**src/rtl/hack_rom_loader.sv**
```systemverilog
// Streaming program loader for the Hack instruction ROM: length-prefixed word stream in, ROM writes out.
// Optional trailing checksum word is enabled with `define LOADER_CHECKSUM_EN.
module hack_rom_loader #(
  parameter int unsigned ROM_DEPTH = 32768
) (
  input  logic        clk,
  input  logic        reset,
  input  logic        start,
  input  logic [15:0] in_data,
  input  logic        in_valid,
  output logic        in_ready,
  output logic        rom_we,
  output logic [14:0] rom_addr,
  output logic [15:0] rom_data,
  output logic        cpu_reset,
  output logic        busy,
  output logic        done,
  output logic        error
);

`ifdef LOADER_CHECKSUM_EN
  typedef enum logic [2:0] {StIdle, StLen, StData, StCheck, StWfin, StDone, StErr} state_t;
`else
  typedef enum logic [2:0] {StIdle, StLen, StData, StWfin, StDone, StErr} state_t;
`endif

  state_t      state_q, state_d;
  logic [15:0] cnt_q;
  logic [15:0] len_q;
  logic        rom_we_q;
  logic [14:0] rom_addr_q;
  logic [15:0] rom_data_q;
  logic        cpu_reset_q;
  logic        done_q;
  logic        error_q;
`ifdef LOADER_CHECKSUM_EN
  logic [15:0] sum_q;
`endif

  logic accept;
  logic last_word;
  logic take_start;
  logic enter_done;
  logic enter_err;

  always_comb begin
    state_d    = state_q;
    accept     = in_valid && in_ready;
    last_word  = ((cnt_q + 16'd1) == len_q);
    take_start = 1'b0;
    unique case (state_q)
      StIdle, StDone, StErr: begin
        if (start) begin
          state_d    = StLen;
          take_start = 1'b1;
        end
      end
      StLen: begin
        if (accept) begin
          if (in_data == 16'd0) begin
`ifdef LOADER_CHECKSUM_EN
            state_d = StCheck;
`else
            state_d = StDone;
`endif
          end else if ({16'd0, in_data} > ROM_DEPTH) begin
            state_d = StErr;
          end else begin
            state_d = StData;
          end
        end
      end
      StData: begin
        if (accept && last_word) begin
`ifdef LOADER_CHECKSUM_EN
          state_d = StCheck;
`else
          state_d = StWfin;
`endif
        end
      end
`ifdef LOADER_CHECKSUM_EN
      StCheck: begin
        if (accept) state_d = (in_data == sum_q) ? StDone : StErr;
      end
`endif
      // The final ROM write is on the bus this cycle; completion follows it.
      StWfin:  state_d = StDone;
      default: state_d = StIdle;
    endcase
    enter_done = (state_d == StDone) && (state_q != StDone);
    enter_err  = (state_d == StErr) && (state_q != StErr);
  end

  always_ff @(posedge clk or posedge reset) begin
    if (reset) state_q <= StIdle;
    else       state_q <= state_d;
  end

  always_ff @(posedge clk or posedge reset) begin
    if (reset) begin
      cnt_q       <= 16'd0;
      len_q       <= 16'd0;
      rom_we_q    <= 1'b0;
      rom_addr_q  <= 15'd0;
      rom_data_q  <= 16'd0;
      cpu_reset_q <= 1'b0;
      done_q      <= 1'b0;
      error_q     <= 1'b0;
`ifdef LOADER_CHECKSUM_EN
      sum_q       <= 16'd0;
`endif
    end else begin
      rom_we_q <= 1'b0;
      done_q   <= enter_done;
      if (take_start) begin
        cnt_q       <= 16'd0;
        cpu_reset_q <= 1'b1;
        error_q     <= 1'b0;
`ifdef LOADER_CHECKSUM_EN
        sum_q       <= 16'd0;
`endif
      end
      if ((state_q == StLen) && accept) len_q <= in_data;
      if ((state_q == StData) && accept) begin
        rom_we_q   <= 1'b1;
        rom_addr_q <= cnt_q[14:0];
        rom_data_q <= in_data;
        cnt_q      <= cnt_q + 16'd1;
`ifdef LOADER_CHECKSUM_EN
        sum_q      <= sum_q + in_data;
`endif
      end
      if (enter_done) cpu_reset_q <= 1'b0;
      if (enter_err)  error_q     <= 1'b1;
    end
  end

`ifdef LOADER_CHECKSUM_EN
  assign in_ready = (state_q == StLen) || (state_q == StData) || (state_q == StCheck);
`else
  assign in_ready = (state_q == StLen) || (state_q == StData);
`endif
  assign busy      = in_ready || (state_q == StWfin);
  assign rom_we    = rom_we_q;
  assign rom_addr  = rom_addr_q;
  assign rom_data  = rom_data_q;
  assign cpu_reset = cpu_reset_q;
  assign done      = done_q;
  assign error     = error_q;

endmodule

```
**config.mk**
```make
export PLATFORM = sky130hd
export DESIGN_NAME = hack_rom_loader
export DESIGN_NICKNAME = d
export VERILOG_FILES = /design/src/rtl/hack_rom_loader.sv
export SDC_FILE = /design/constraint.sdc
export NUM_CORES = 1
export LEC_CHECK = 0
export CAP_MARGIN = 20
export CELL_PAD_IN_SITES_DETAIL_PLACEMENT = 0
export CELL_PAD_IN_SITES_GLOBAL_PLACEMENT = 2
export CORE_UTILIZATION = 30
export CTS_BUF_LIST = sky130_fd_sc_hd__clkbuf_4 sky130_fd_sc_hd__clkbuf_8
export CTS_CLUSTER_SIZE = 24
export DETAILED_ROUTE_END_ITERATION = 6
export PLACE_DENSITY_LB_ADDON = 0.1
export SLEW_MARGIN = 20
export SYNTH_ARGS = -nofsm -noshare
export SYNTH_HDL_FRONTEND = slang
export SYNTH_SLANG_ARGS = --single-unit
```
**constraint.sdc**
```tcl
create_clock -name clk -period 2 [get_ports clk]
set_input_delay 0.4 -clock clk [delete_from_list [all_inputs] [get_ports clk]]
set_output_delay 0.4 -clock clk [all_outputs]
set_load 0.01 [all_outputs]
```
; ---- Word-level counts from Yosys, hierarchy flattened
; Cells that the tools add are included.
[totals]
mem_bits_rw = 0
ff_bits = 70
memories = 0
word_cells = 50
out_inout_bits = 37
in_bits = 20
romBits = 0
latch_bits = 0
[op_classes]
eq_ne = 10
n_div = 0
n_shift = 0
multipliers = 0
n_bitwise = 0
magnitude_cmp = 1
n_addsub = 1
mux = 15
reduce_logical = 14
[op_table]
columns = operator, n
row1 = $mux W16, 2
row2 = $add A16 B1 Y16 const B, 1
row3 = $eq A16 B16 Y1, 1
row4 = $gt A16 B16 Y1 const B, 1
row5 = $logic_not A16 Y1, 1
row6 = $mux W3, 5
row7 = $eq A3 B3 Y1 const B, 4
row8 = $pmux W3 S4, 1
row9 = $mux W1, 7
row10 = $eq A3 B2 Y1 const B, 2
row11 = $logic_and A1 B1 Y1, 6
row12 = $ne A3 B3 Y1 const B, 2
row13 = $reduce_bool A2 Y1, 3
row14 = $eq A3 B1 Y1 const B, 1
row15 = $logic_not A3 Y1, 1
row16 = $reduce_or A3 Y1, 1
row17 = $logic_or A1 B1 Y1, 2

; ---- Logic depth before layout (Yosys ltp)
[logic_depth]
word_depth = 9
depth_mapped = 8
depth_no_buf = 7

; ---- Worst setup path before layout
; Ideal clock, no wire load.
[synth_timing]
kind = flip-flop to flip-flop
from = reg cnt_q[0]
to = reg state_q[0]
setup_time_ns = 0.092
path_buffers = 0
required_ns = 1.908
arrival_time_ns = 1.757
path_stages_with_launch = 8
synth_period_minus_slack_ns = 1.848
path_slack_ns = 0.152
path_cell_list = dfrtp_1 ha_1 and3_4 and3_1 xnor2_1 nor4_2 o2111ai_1 o31ai_2
[synth_between]
elab_chain_len = 5
[synth_lines]
columns = item, line
row1 = from (decl), 28  ; logic [15:0] cnt_q;
row2 = from (signal assigned), 129  ; cnt_q <= cnt_q + 16'd1;
row3 = $add A16 B1 Y16, 49  ; last_word = ((cnt_q + 16'd1) == len_q);
row4 = $eq A16 B16 Y1, 49
row5 = $logic_and A1 B1 Y1, 74  ; if (accept && last_word) begin
row6 = $mux W3, 74
row7 = $pmux W3 S4, 51  ; unique case (state_q)
row8 = named net state_d[0], 27  ; state_t state_q, state_d;
row9 = to (signal assigned), 96  ; if (reset) state_q <= StIdle;
row10 = to (signal assigned), 97  ; else state_q <= state_d;
row11 = to (decl), 27
; The timed path passes the listed nets, and every way through them passes these cells.
; A chain may end at the register's enable or synchronous reset.

; ---- Worst setup path after layout
[layout_timing]
from = reg state_q[0]
to = out busy
[layout_between]
elab_chain_len = 3
word_cells_on_any_way = 5
classes_between = eq/ne: 3 / reduce/logical: 2
[layout_lines]
columns = item, line
row1 = $eq A3 B1 Y1 or $eq A3 B2 Y1 (tied branches), 142  ; assign in_ready = (state_q == StLen) || (state_q == StData);
row2 = $logic_or A1 B1 Y1, 142
row3 = $logic_or A1 B1 Y1 *, 144  ; assign busy = in_ready || (state_q == StWfin);
row4 = to (decl), 16  ; output logic busy,
; Every way passes the cells marked *; elsewhere a longest branch is shown, timed or not.

==> impl_metrics.json <==
{
  "status": "complete, no violations",
  "slew_viol_final": 0,
  "io_pins": 57,
  "dp_hpwl_mm": 6.09,
  "dp.cells": 557,
  "peakVddDrop_mv": 0.453,
  "setup_viol": 0,
  "synth-async-reset-ratio_pct": 100,
  "synth_area_leaders": "dfrtp_1 (53%), nand2_1 (12%), xnor2_1 (5.3%)",
  "preCtsSetupSlack_ns": -0.284,
  "cts_buffers": 9,
  "final_core_util_pct": 43.3,
  "numPortBuffers": 56,
  "fmax_mhz": 527,
  "grt_max_degree": 71,
  "grt_pass1_vias": 2700,
  "power.density_nw_per_um2": 1160,
  "num_vias": 2691,
  "hold_viol_final": 0,
  "clock_sinks": 70,
  "critical_path.max_stage_delay_ns": 0.53,
  "finalWorstPathRequiredPeriod_ns": 1.90,
  "yosysTopAreaCell": "dfrtp_1",
  "synth_top_area_share_pct": 53.4,
  "ant_nets": 0,
  "initial_core_util_pct": 31.4,
  "clkLatencyLatePin_ns": 0.35,
  "drive_gt1_share_pct": 18.5,
  "cpMostUsedCell": "nor2_1",
  "worst-endpoint-required_ns": 1.60,
  "htreeDepth": 3,
  "ys_types": 39,
  "fin_skew_ns": 0.0127,
  "core-area_sq_um": 10500,
  "rsz0062_at_grt": "yes",
  "worst_setup_path_start_kind": "flip-flop",
  "tightest_slew_ns": 0.386,
  "fin_nets": 454,
  "routed_wirelength_mm": 8.62,
  "cp_slowest_cell": "clkdlybuf4s50_1",
  "grt_pass1_wl_mm": 14.4,
  "seq_area_sq_um": 1760,
  "final_common_cell": "nand2_1",
  "final_cell_mix": "nand2_1 (106), dfrtp_1 (67), clkdlybuf4s50_1 (55)",
  "endpoint_kind": "output pin",
  "syn_avg_cell_area_sq_um": 9.60,
  "fp.dieH_microns": 107,
  "routedWlPerCell_microns": 15.0,
  "ys_ff_latch": 70,
  "n_antenna_cell": 0,
  "cts_tree": "built",
  "area.growth.synth_to_final_pct": 37.9,
  "synth_area_sq_um": 3280,
  "fillCellCount": 1109,
  "cp_cell_sequence": "buf_4 > nor2_1 > nor2_1 > clkdlybuf4s50_1",
  "multi_input_area_sq_um": 1470,
  "total_power_uw": 5260,
  "post-route-period-util_pct": 94.9,
  "drc": 0,
  "grt_usage_pct": 16.4,
  "drtIter0Drc": 88,
  "drv_cap": 0,
  "drtPass1Iterations": 4,
  "grt-ovfl-total": 0,
  "relSlewSlack_pct": 74.3,
  "cts-root-buf": "clkbuf_8",
  "clk_pin_slew_ns": 0.07,
  "clockBufferDepth": 2,
  "dieArea_sq_um": 11400,
  "cp.arrival_ns": 1.50,
  "syn-num-nets": 363,
  "hold_ws_ns": 0.475,
  "crit_type": "flip-flop to output pin",
  "rows": 37,
  "synthFlopType": "dfrtp_1",
  "antenna_found_initial": 0,
  "final_cells": 574,
  "yosysSeqAreaShare_pct": 53.4,
  "place_congestion": 0.773,
  "via_per_inst": 4.69,
  "syn_inst": 342,
  "reg2reg_depth": 7,
  "worstPathMaxFanout": 5,
  "p_leak_uw": 0.00208,
  "fin_ws_ns": 0.102,
  "die_x_microns": 107,
  "hold-path-cell-count": 2,
  "synth-edff-count": 0,
  "hp-class": "flip-flop to flip-flop",
  "yosysWarnings": 0
}
==> registers in the layout, summed over array words and instances, names as in the netlist <==
signal and cells:
cnt_q 16, len_q 16, rom_data 16, rom_addr 15, state_q 3, cpu_reset 1
done 1, error 1, rom_we 1
==> synth_stat cells, types with 2 or more instances <==
cell type,count
a21oi_1,9
and2_1,5
and3_1,7
and4_1,2
buf_2,4
clkbuf_1,10
dfrtp_1,70
inv_1,4
mux2_1,5
mux2_2,11
mux2i_1,2
nand2_1,106
nand2b_1,3
nand3_1,6
nand4_1,2
nor2_1,16
nor3_1,2
nor4_1,4
o21ai_0,23
o31ai_1,9
xnor2_1,20
xor2_1,5
==> critical path, delay by kind of cell, from the launching register on <==
kind	cells	cell delay, ns
buf+inv	2	0.67
flops	1	0.37
simple gates	2	0.12
==> stage by stage <==
| step | TNS (ns) | cell area [sq um] |
|---|---|---|
| after floorplan | 0 | 3290 |
| after global placement | -3.61 | 4270 |
| after detailed placement | -4.07 | 4270 |
| after CTS | 0 | 4490 |
| after global routing | -0.00367 | 4530 |
| final | 0 | 4530 |
==> power breakdown <==
| group | switching (uW) | internal [uW] | total [uW] | leakage (uW) |
|---|---|---|---|---|
| sequential | 263 | 1820 | 2080 | 0.000905 |
| clock | 553 | 714 | 1270 | 0.000110 |
| combinational | 869 | 1040 | 1910 | 0.00107 |
==> per-layer routing <==
layer	global-route usage, %	vias up	part of all wire (%)	wire length (microns)
met3	4.26	9	3.1	263
met1	22.8	1300	48	4150
met4	3.42	0	0.96	83
li1	-	1337	-	-
met2	25.8	45	48	4130
met5	0	-	0	0
==> path summary, 6_finish.rpt <==
| check | start | to | slack (ns) |
|---|---|---|---|
| worst min-delay path | rom_addr[10]$_DFFE_PP0P_ | rom_addr[10]$_DFFE_PP0P_ | 0.47 |
| min in group asynchronous | reset | rom_data[7]$_DFFE_PP0P_ | 0.49 |
| worst max-delay path | state_q[0]$_DFF_PP0_ | busy | 0.10 |
| max in group asynchronous | reset | state_q[1]$_DFF_PP0_ | 1.18 |
| worst min register to register | rom_addr[10]$_DFFE_PP0P_ | rom_addr[10]$_DFFE_PP0P_ | 0.47 |
| worst max register to register | cnt_q[1]$_DFFE_PP0P_ | state_q[0]$_DFF_PP0_ | 0.13 |
==> area by class of cell <==
class | count | area share [%]
repair buffers | 95 | 19.7
multi-input cells | 252 | 32.4
well taps | 136 | 3.76
clock buffers | 10 | 2.90
flip-flops and latches | 70 | 38.8
clock inverters | 6 | 1.91
inverters | 5 | 0.608
==> repair_timing <==
action / in CTS / in global routing
hold endpoints to repair: 0 / 0
setup buffers: 0 / 1
endpoints found under the setup margin: 1 / 2
gates resized for setup: 2 / 8
pin swaps: 0 / 3
hold buffers: 0 / 0
==> cells by family after synthesis <==
group | synth area share [%]
AO/OA/AOI/OAI | 9.42
XOR/XNOR | 6.67
adder cells (fa/ha/maj) | 0.381
buffers and inverters | 2.82
flip-flops | 53.4
multiplexers | 6.10
AND/OR/NAND/NOR | 21.2
(Power assumes the default switching activity.)
